===== src/rtl/seg7_pkg.sv =====
// seg7_pkg: shared constants and types for the seven-segment readback path.
//   - SEG_0..SEG_F : active-low glyphs (bit0=a .. bit6=g) produced by the
//                    board's hex-to-segment driver; SEG_BLANK is all off.
//   - state_t      : frame-reader assembly state machine encoding.
//   - idx_width()  : width of a digit index for a given digit count.
package seg7_pkg;

    localparam logic [6:0] SEG_0     = 7'h40;
    localparam logic [6:0] SEG_1     = 7'h79;
    localparam logic [6:0] SEG_2     = 7'h24;
    localparam logic [6:0] SEG_3     = 7'h30;
    localparam logic [6:0] SEG_4     = 7'h19;
    localparam logic [6:0] SEG_5     = 7'h12;
    localparam logic [6:0] SEG_6     = 7'h02;
    localparam logic [6:0] SEG_7     = 7'h78;
    localparam logic [6:0] SEG_8     = 7'h00;
    localparam logic [6:0] SEG_9     = 7'h10;
    localparam logic [6:0] SEG_A     = 7'h08;
    localparam logic [6:0] SEG_B     = 7'h03;
    localparam logic [6:0] SEG_C     = 7'h46;
    localparam logic [6:0] SEG_D     = 7'h21;
    localparam logic [6:0] SEG_E     = 7'h06;
    localparam logic [6:0] SEG_F     = 7'h0E;
    localparam logic [6:0] SEG_BLANK = 7'h7F;

    typedef enum logic [1:0] {
        ST_ASSEMBLE = 2'd0,
        ST_COMPARE  = 2'd1,
        ST_PUBLISH  = 2'd2,
        ST_HOLD     = 2'd3
    } state_t;

    // A single-digit frame still needs a 1-bit index register.
    function automatic int idx_width(input int n);
        return (n <= 1) ? 1 : $clog2(n);
    endfunction

endpackage


===== src/rtl/seg7_frame_reader_if.sv =====
// seg7_frame_reader_if: display-bus snoop inputs and the published-frame
// valid/ready output of the frame reader.
//   seg_n/seg_sel/seg_strobe : multiplexed display bus (one digit per strobe)
//   out_valid/out_ready      : publish handshake
//   out_word/out_err         : published hex word and per-digit glyph errors
//   busy                     : partial frame in progress
// Modports: slave = the reader, master = the bus driver / frame consumer.
interface seg7_frame_reader_if #(
    parameter int NUM_DIGITS = 4
);
    logic [6:0]              seg_n;
    logic [2:0]              seg_sel;
    logic                    seg_strobe;
    logic                    out_valid;
    logic                    out_ready;
    logic [4*NUM_DIGITS-1:0] out_word;
    logic [NUM_DIGITS-1:0]   out_err;
    logic                    busy;

    modport slave (
        input  seg_n, seg_sel, seg_strobe, out_ready,
        output out_valid, out_word, out_err, busy
    );

    modport master (
        output seg_n, seg_sel, seg_strobe, out_ready,
        input  out_valid, out_word, out_err, busy
    );
endinterface


===== src/rtl/seg7_glyph_decode.sv =====
// seg7_glyph_decode: inverse of the hex-to-segment driver.
//   seg_n  in  7 : active-low segment pattern, bit0=a .. bit6=g
//   nibble out 4 : decoded hex value (0 when the pattern is not a glyph)
//   err    out 1 : pattern is not one of the 16 hex glyphs (blank included)
// Purely combinational.
module seg7_glyph_decode
    import seg7_pkg::*;
(
    input  logic [6:0] seg_n,
    output logic [3:0] nibble,
    output logic       err
);

    always_comb begin
        nibble = 4'h0;
        err    = 1'b0;
        case (seg_n)
            SEG_0:     nibble = 4'h0;
            SEG_1:     nibble = 4'h1;
            SEG_2:     nibble = 4'h2;
            SEG_3:     nibble = 4'h3;
            SEG_4:     nibble = 4'h4;
            SEG_5:     nibble = 4'h5;
            SEG_6:     nibble = 4'h6;
            SEG_7:     nibble = 4'h7;
            SEG_8:     nibble = 4'h8;
            SEG_9:     nibble = 4'h9;
            SEG_A:     nibble = 4'hA;
            SEG_B:     nibble = 4'hB;
            SEG_C:     nibble = 4'hC;
            SEG_D:     nibble = 4'hD;
            SEG_E:     nibble = 4'hE;
            SEG_F:     nibble = 4'hF;
            SEG_BLANK: err    = 1'b1;
            default:   err    = 1'b1;
        endcase
    end

endmodule


===== src/rtl/seg7_frame_reader.sv =====
// seg7_frame_reader: snoops a time-multiplexed seven-segment bus, rebuilds
// NUM_DIGITS-digit frames and publishes a frame once it has been seen
// identically STABLE_FRAMES times in a row.
//   clock     in  : system clock, rising edge
//   reset     in  : asynchronous, active-high
//   bus       if  : seg7_frame_reader_if.slave (snoop inputs, publish output)
//   overrun   out : only with SEG7_FRAME_READER_OVERRUN_EN defined; sticky flag
//                   for a dropped publish or a digit-sequence break mid-frame
// Parameters: NUM_DIGITS (1..8), STABLE_FRAMES (>=1).
module seg7_frame_reader
    import seg7_pkg::*;
#(
    parameter int NUM_DIGITS    = 4,
    parameter int STABLE_FRAMES = 2
) (
    input  logic clock,
    input  logic reset,
    seg7_frame_reader_if.slave bus
`ifdef SEG7_FRAME_READER_OVERRUN_EN
    ,
    output logic overrun
`endif
);

    localparam int IW = idx_width(NUM_DIGITS);
    localparam int SW = $clog2(STABLE_FRAMES + 1);
    localparam logic [IW-1:0] LAST_IDX   = IW'(NUM_DIGITS - 1);
    localparam logic [SW-1:0] STABLE_MAX = SW'(STABLE_FRAMES);

    typedef logic [NUM_DIGITS-1:0][3:0] word_t;
    typedef logic [NUM_DIGITS-1:0]      err_t;

    state_t        state, state_nxt;
    logic [IW-1:0] expected;
    word_t         asm_word, asm_word_ins;
    err_t          asm_err, asm_err_ins;
    word_t         snap_word, prev_word, last_word, out_word_q;
    err_t          snap_err, prev_err, last_err, out_err_q;
    logic [SW-1:0] stable_cnt, stable_nxt;
    logic          pub_once, out_valid_q;

    logic [3:0]    dec_nibble;
    logic          dec_err;
    logic          sel_hit, frame_done;
    logic          frame_eq, frame_new, pub_cond, pub_fire;

    seg7_glyph_decode u_dec (
        .seg_n  (bus.seg_n),
        .nibble (dec_nibble),
        .err    (dec_err)
    );

    // ---------------------------------------------------------------
    // Digit assembly. Runs in every state: the compare works on the
    // snapshot, so a strobe in the COMPARE cycle already starts the
    // next frame at digit 0.
    // ---------------------------------------------------------------
    assign sel_hit    = (bus.seg_sel == 3'(expected));
    assign frame_done = bus.seg_strobe && sel_hit && (expected == LAST_IDX);

    // Assembly registers with the current strobe's digit merged in; this is
    // also the snapshot value when the strobe completes the frame.
    always_comb begin
        asm_word_ins = asm_word;
        asm_err_ins  = asm_err;
        if (sel_hit) begin
            asm_word_ins[expected] = dec_nibble;
            asm_err_ins[expected]  = dec_err;
        end else if (bus.seg_sel == 3'd0) begin
            // Out-of-sequence digit 0 restarts the frame rather than waiting
            // a whole scan for the next one.
            asm_word_ins[0] = dec_nibble;
            asm_err_ins[0]  = dec_err;
        end
    end

    always_ff @(posedge clock or posedge reset) begin
        if (reset) begin
            expected  <= '0;
            asm_word  <= '0;
            asm_err   <= '0;
            snap_word <= '0;
            snap_err  <= '0;
        end else if (bus.seg_strobe) begin
            asm_word <= asm_word_ins;
            asm_err  <= asm_err_ins;
            if (sel_hit)
                expected <= (expected == LAST_IDX) ? '0 : expected + 1'b1;
            else if (bus.seg_sel == 3'd0)
                expected <= IW'(1);
            else
                expected <= '0;
            if (frame_done) begin
                snap_word <= asm_word_ins;
                snap_err  <= asm_err_ins;
            end
        end
    end

    // ---------------------------------------------------------------
    // Stability tracking and publish decision (COMPARE cycle only).
    // ---------------------------------------------------------------
    assign frame_eq   = ({snap_word, snap_err} == {prev_word, prev_err});
    assign stable_nxt = !frame_eq                  ? SW'(1) :
                        (stable_cnt == STABLE_MAX) ? STABLE_MAX :
                                                     stable_cnt + 1'b1;
    assign frame_new  = !pub_once || ({snap_word, snap_err} != {last_word, last_err});
    assign pub_cond   = (state == ST_COMPARE) && (stable_nxt == STABLE_MAX) && frame_new;
    // A frame that qualifies while the previous one is still unacknowledged
    // is dropped; last_* stays put so the next stable frame retries it.
    assign pub_fire   = pub_cond && !out_valid_q;

    always_ff @(posedge clock or posedge reset) begin
        if (reset) begin
            stable_cnt <= '0;
            prev_word  <= '0;
            prev_err   <= '0;
        end else if (state == ST_COMPARE) begin
            stable_cnt <= stable_nxt;
            if (!frame_eq) begin
                prev_word <= snap_word;
                prev_err  <= snap_err;
            end
        end
    end

    // Output register: loaded at the end of COMPARE so out_valid shows up
    // two cycles after the completing strobe.
    always_ff @(posedge clock or posedge reset) begin
        if (reset) begin
            out_valid_q <= 1'b0;
            out_word_q  <= '0;
            out_err_q   <= '0;
            last_word   <= '0;
            last_err    <= '0;
            pub_once    <= 1'b0;
        end else if (pub_fire) begin
            out_valid_q <= 1'b1;
            out_word_q  <= snap_word;
            out_err_q   <= snap_err;
            last_word   <= snap_word;
            last_err    <= snap_err;
            pub_once    <= 1'b1;
        end else if (out_valid_q && bus.out_ready) begin
            out_valid_q <= 1'b0;
        end
    end

    // ---------------------------------------------------------------
    // Assembly state machine. A completed frame always takes priority
    // and forces a COMPARE cycle (back-to-back for NUM_DIGITS=1).
    // ---------------------------------------------------------------
    always_ff @(posedge clock or posedge reset) begin
        if (reset) state <= ST_ASSEMBLE;
        else       state <= state_nxt;
    end

    always_comb begin
        state_nxt = state;
        case (state)
            ST_ASSEMBLE: begin
                if (frame_done) state_nxt = ST_COMPARE;
            end
            ST_COMPARE: begin
                if (frame_done)       state_nxt = ST_COMPARE;
                else if (pub_fire)    state_nxt = ST_PUBLISH;
                else if (out_valid_q) state_nxt = ST_HOLD;
                else                  state_nxt = ST_ASSEMBLE;
            end
            ST_PUBLISH: begin
                state_nxt = frame_done ? ST_COMPARE : ST_HOLD;
            end
            ST_HOLD: begin
                if (frame_done)        state_nxt = ST_COMPARE;
                else if (!out_valid_q) state_nxt = ST_ASSEMBLE;
            end
            default: state_nxt = ST_ASSEMBLE;
        endcase
    end

    assign bus.out_valid = out_valid_q;
    assign bus.out_word  = out_word_q;
    assign bus.out_err   = out_err_q;
    assign bus.busy      = (expected != '0);

`ifdef SEG7_FRAME_READER_OVERRUN_EN
    logic pub_drop, seq_err;

    assign pub_drop = pub_cond && out_valid_q;
    // Only a break inside a frame counts; stray digits while idle do not.
    assign seq_err  = bus.seg_strobe && !sel_hit && (expected != '0);

    always_ff @(posedge clock or posedge reset) begin
        if (reset)                    overrun <= 1'b0;
        else if (pub_drop || seq_err) overrun <= 1'b1;
    end
`endif

endmodule

===== src/flat_wrapper.sv =====
// flat-port wrapper written by rule: the top's interface ports become plain ports
module seg7_frame_reader_flat import seg7_pkg::*;
#(
    parameter int NUM_DIGITS    = 4,
    parameter int STABLE_FRAMES = 2
)
  (clock, reset, bus_seg_n, bus_seg_sel, bus_seg_strobe, bus_out_ready, bus_out_valid, bus_out_word, bus_out_err, bus_busy);
  seg7_frame_reader_if #(.NUM_DIGITS(NUM_DIGITS)) bus_i ();
  input  logic clock;
  input  logic reset;
  input wire logic [$bits(bus_i.seg_n)-1:0] bus_seg_n;
  input wire logic [$bits(bus_i.seg_sel)-1:0] bus_seg_sel;
  input wire logic [$bits(bus_i.seg_strobe)-1:0] bus_seg_strobe;
  input wire logic [$bits(bus_i.out_ready)-1:0] bus_out_ready;
  output wire logic [$bits(bus_i.out_valid)-1:0] bus_out_valid;
  output wire logic [$bits(bus_i.out_word)-1:0] bus_out_word;
  output wire logic [$bits(bus_i.out_err)-1:0] bus_out_err;
  output wire logic [$bits(bus_i.busy)-1:0] bus_busy;
  assign bus_i.seg_n = bus_seg_n;
  assign bus_i.seg_sel = bus_seg_sel;
  assign bus_i.seg_strobe = bus_seg_strobe;
  assign bus_i.out_ready = bus_out_ready;
  assign bus_out_valid = bus_i.out_valid;
  assign bus_out_word = bus_i.out_word;
  assign bus_out_err = bus_i.out_err;
  assign bus_busy = bus_i.busy;
  seg7_frame_reader #(.NUM_DIGITS(NUM_DIGITS), .STABLE_FRAMES(STABLE_FRAMES)) u_core (.clock(clock), .reset(reset), .bus(bus_i));
endmodule

===== config.mk =====
export PLATFORM = sky130hd
export DESIGN_NAME = seg7_frame_reader_flat
export DESIGN_NICKNAME = d
export VERILOG_FILES = /design/src/rtl/seg7_pkg.sv /design/src/rtl/seg7_frame_reader_if.sv /design/src/rtl/seg7_glyph_decode.sv /design/src/rtl/seg7_frame_reader.sv /design/src/flat_wrapper.sv
export SDC_FILE = /design/constraint.sdc
export NUM_CORES = 1
export LEC_CHECK = 0
export ABC_AREA = 1
export BUFFER_PORTS_ARGS = -buffer_cell sky130_fd_sc_hd__buf_2
export CAP_MARGIN = 10
export CORE_ASPECT_RATIO = 1.4
export CORE_MARGIN = 2
export CORE_UTILIZATION = 38
export CTS_BUF_LIST = sky130_fd_sc_hd__clkbuf_16
export DETAILED_ROUTE_END_ITERATION = 6
export HOLD_SLACK_MARGIN = 0.06
export SYNTH_ARGS = -nofsm -noshare
export SYNTH_HDL_FRONTEND = slang
export SYNTH_SLANG_ARGS = --single-unit

===== constraint.sdc =====
create_clock -name clock -period 3.2 [get_ports clock]
set_input_delay 0.48 -clock clock [delete_from_list [all_inputs] [get_ports clock]]
set_output_delay 0.48 -clock clock [all_outputs]
set_load 0.05 [all_outputs]

==> key figures <==
Status
  • Status: finished, final reports clean

Global route
  • Grt total ovfl: 0
  • GRT Util Overall: 19.2%
  • First-pass GRT wire length: 19,100 microns
  • Initial antenna violation count: 0
  • Largest net degree at the start of global routing: 45
  • Vias in the first global route: 3,923

Clock tree
  • CTS Hold Buffers Added: 0
  • Post-cts gate resize count: 0
  • CTS Root Cell: clkbuf_16
  • CTS clk-pin slew, worst paths: 0.06 ns
  • Post-CTS Repair Setup Buffers: 0
  • CTS tree: done
  • Worst-Skew Late Latency: approximately 0.34 ns
  • TritonCTS Buffers: 9
  • H-tree levels: 3
  • Worst-case clock buffer depth: 2
  • Clk sink count: 83

Placed design
  • Final Wtd Congestion: around 0.89
  • Cell Area, Placed: 4840 sq um
  • Input/output buffers: 35
  • Inst Count DP: 787
  • Dpl hpwl: just over 8000 microns

Critical path
  • Critical path capture point type: flop
  • Setup crit start: u_core.snap_word[0]$_DFFE_PP0P_
  • CP max FO: 23
  • Critical path destination: u_core.last_word[1]$_DFFE_PP0P_
  • CP Data Required Time: 3.43 ns
  • WS Path Type: reg -> reg
  • Nature of the critical path startpoint: flop
  • Worst reg2reg path depth: 9
  • RR Startpoint: u_core.snap_word[0]$_DFFE_PP0P_
  • Arrival time worst endpoint: 2.44 ns
  • R2r setup slk: 0.98 ns
  • R2R Path End: u_core.last_word[1]$_DFFE_PP0P_

Synth
  • Synth async-reset ratio: 100%
  • Yosys cell types: 32
  • Seq/Total Area, Yosys: 45.7%
  • Syn Inst Count: between 600 and 700
  • Top cells by area, synth: dfrtp_1 (46%), nand2_1 (19%), o21ai_0 (4.8%)
  • Top cell type's share of synthesized area: 45.7%
  • Syn Area/Cell: 7.35 sq um
  • FF+latch count, synth: 83
  • Yosys warns: 0
  • Synth Cell Area: 4550 sq um
  • Cell with the most instances after synthesis: nand2_1
  • Synth cell count leaders: nand2_1 (231), dfrtp_1 (83), inv_1 (55)
  • Syn Nets: approximately 640
  • Post-synth EDFFs: 0
  • Yosys top cell by area: dfrtp_1
  • Ys flop type: dfrtp_1

Finish
  • Nets: 670
  • N_diodes: 0
  • Fin area: 5200 sq um
  • Layout cell share with drive strength beyond 1: 12.1%
  • Fin cells: 802
  • Synth-to-layout area growth: 14.3%

Route
  • DRT antenna net count: 0
  • Initial DRT Pass Iterations: 4
  • DR iter-0 viols: roughly 270
  • Avg WL per Cell: roughly 14 microns
  • Total Routed Length: ~11,000 microns
  • DRC: 0
  • Vias per inst: 4.94
  • Vias: ~4,000

Floorplanning
  • Die width: 96.5 microns
  • Row count: 47
  • Die area: 12,900 sq um
  • CORE AREA: 11,800 sq um
  • I/O pins: 36
  • Initial Util: 38.7%
  • Chip Height: about 130 microns

Worst hold path
  • Tightest Hold Check Type: in -> async

Timing
  • Skew final: slightly below 0.008 ns
  • Fmax: 451 MHz
  • Hold Vio Cnt, Final: 0
  • Tcrit/Tclk final: 69.2%
  • Setup violators final: 0
  • Slew Viols, Final: 0
  • Tmin final: 2.22 ns
  • Least-Margin Pin Slew: 0.757 ns
  • Setup TNS: 0 ns
  • RSZ-0062 raised after global routing: false
  • Slew margin rel.: 49.5%

Power
  • Pleak: about 2.7 nW
  • PnR Total Power: between 3 and 4 mW
  • Peak supply drop: 0.252 mV
  • Pwr Density: 640 nW/um^2

Flow run
  • Maxcap violations: 0
==> worst min-delay path by stage <==
| stage | start | endpoint | slack, ns |
|---|---|---|---|
| 6_report | reset | u_core.asm_word[9]$_DFFE_PP0P_ | 0.22 |
| 5_1_grt | reset | u_core.asm_word[9]$_DFFE_PP0P_ | 0.29 |
| 4_1_cts | reset | u_core.asm_word[9]$_DFFE_PP0P_ | 0.25 |
| 3_5_place_dp | u_core.pub_once$_DFFE_PP0P_ | u_core.pub_once$_DFFE_PP0P_ | 0.46 |
| 3_3_place_gp | u_core.pub_once$_DFFE_PP0P_ | u_core.pub_once$_DFFE_PP0P_ | 0.46 |
| 2_1_floorplan | u_core.pub_once$_DFFE_PP0P_ | u_core.pub_once$_DFFE_PP0P_ | 0.43 |
==> where the power goes <==
| part | internal (mW) | switching, mW |
|---|---|---|
| logic | 0.232 | 0.518 |
| clock network | 0.833 | 0.409 |
| registers | 1.21 | 0.126 |
==> through the flow <==
| stage | utilization [%] | hold slack, ns | worst slack, ns |
|---|---|---|---|
| detailed placement | 41.2 | 0.460 | 1.02 |
| floorplan | - | 0.434 | 0.583 |
| global route | 44.2 | 0.289 | 0.813 |
| finish | 44.2 | 0.221 | 0.984 |
| global placement | 41.2 | 0.458 | 1.12 |
| CTS | 44.2 | 0.252 | 1.00 |
==> critical path: stages, from the launching register on <==
cell and delay [ns]:
dfrtp_1 0.46, xor2_1 0.19, nor2_1 0.19, nand2_1 0.12
nor2_4 0.14, nand3_4 0.14, nor2_8 0.33, nand3_4 0.30
nand2_1 0.15, nand2_1 0.06
==> cell families after synthesis <==
| logic type | count (synthesis) | share of synthesized area [%] |
|---|---|---|
| buffers and inverters | 88 | 8.17 |
| AO/OA/AOI/OAI | 80 | 9.11 |
| adder cells (fa/ha/maj) | 5 | 1.38 |
| XOR/XNOR | 16 | 3.08 |
| AND/OR/NAND/NOR | 347 | 32.6 |
| flip-flops | 83 | 45.7 |
==> cell type report <==
class,instances,area [sq um]
clock buffers,9,225
clock inverters,6,129
fillers,1234,6570
inverters,70,264
multi-input cells,448,2100
flip-flops and latches,83,2080
well taps,147,184
repair buffers,39,218
==> flip-flops by register name (all words and copies together) (netlist names) <==
signal	cells
u_core.prev_err	4
u_core.state	2
u_core.last_word	16
u_core.snap_word	16
u_core.asm_err	3
u_core.expected	2
u_core.asm_word	12
u_core.stable_cnt	2
u_core.prev_word	16
u_core.pub_once	1
u_core.bus.out_valid	1
u_core.last_err	4
u_core.snap_err	4
==> layer usage <==
metal  vias up  track usage (%)  share of wire, %
met4         0             8.53               2.7
met3        16             3.17               2.6
met2        54             32.6                52
met1      1863             23.6                43
met5         -                0                 0
li1       2027                -                 -
==> layout by cell type, fill, tap and decap left out, types with 3 or more instances in the layout <==
cell,instances
a21oi_1,6
buf_2,35
buf_4,3
bufinv_16,4
clkbuf_16,9
dfrtp_1,83
ha_1,5
inv_1,54
inv_2,14
nand2_1,231
nand3_1,24
nand4_1,23
nor2_1,54
nor2_4,3
o211ai_1,4
o21ai_0,44
o21ai_1,24
xnor2_1,8
xor2_1,8
Note: power is estimated with default switching activity, not from simulation.
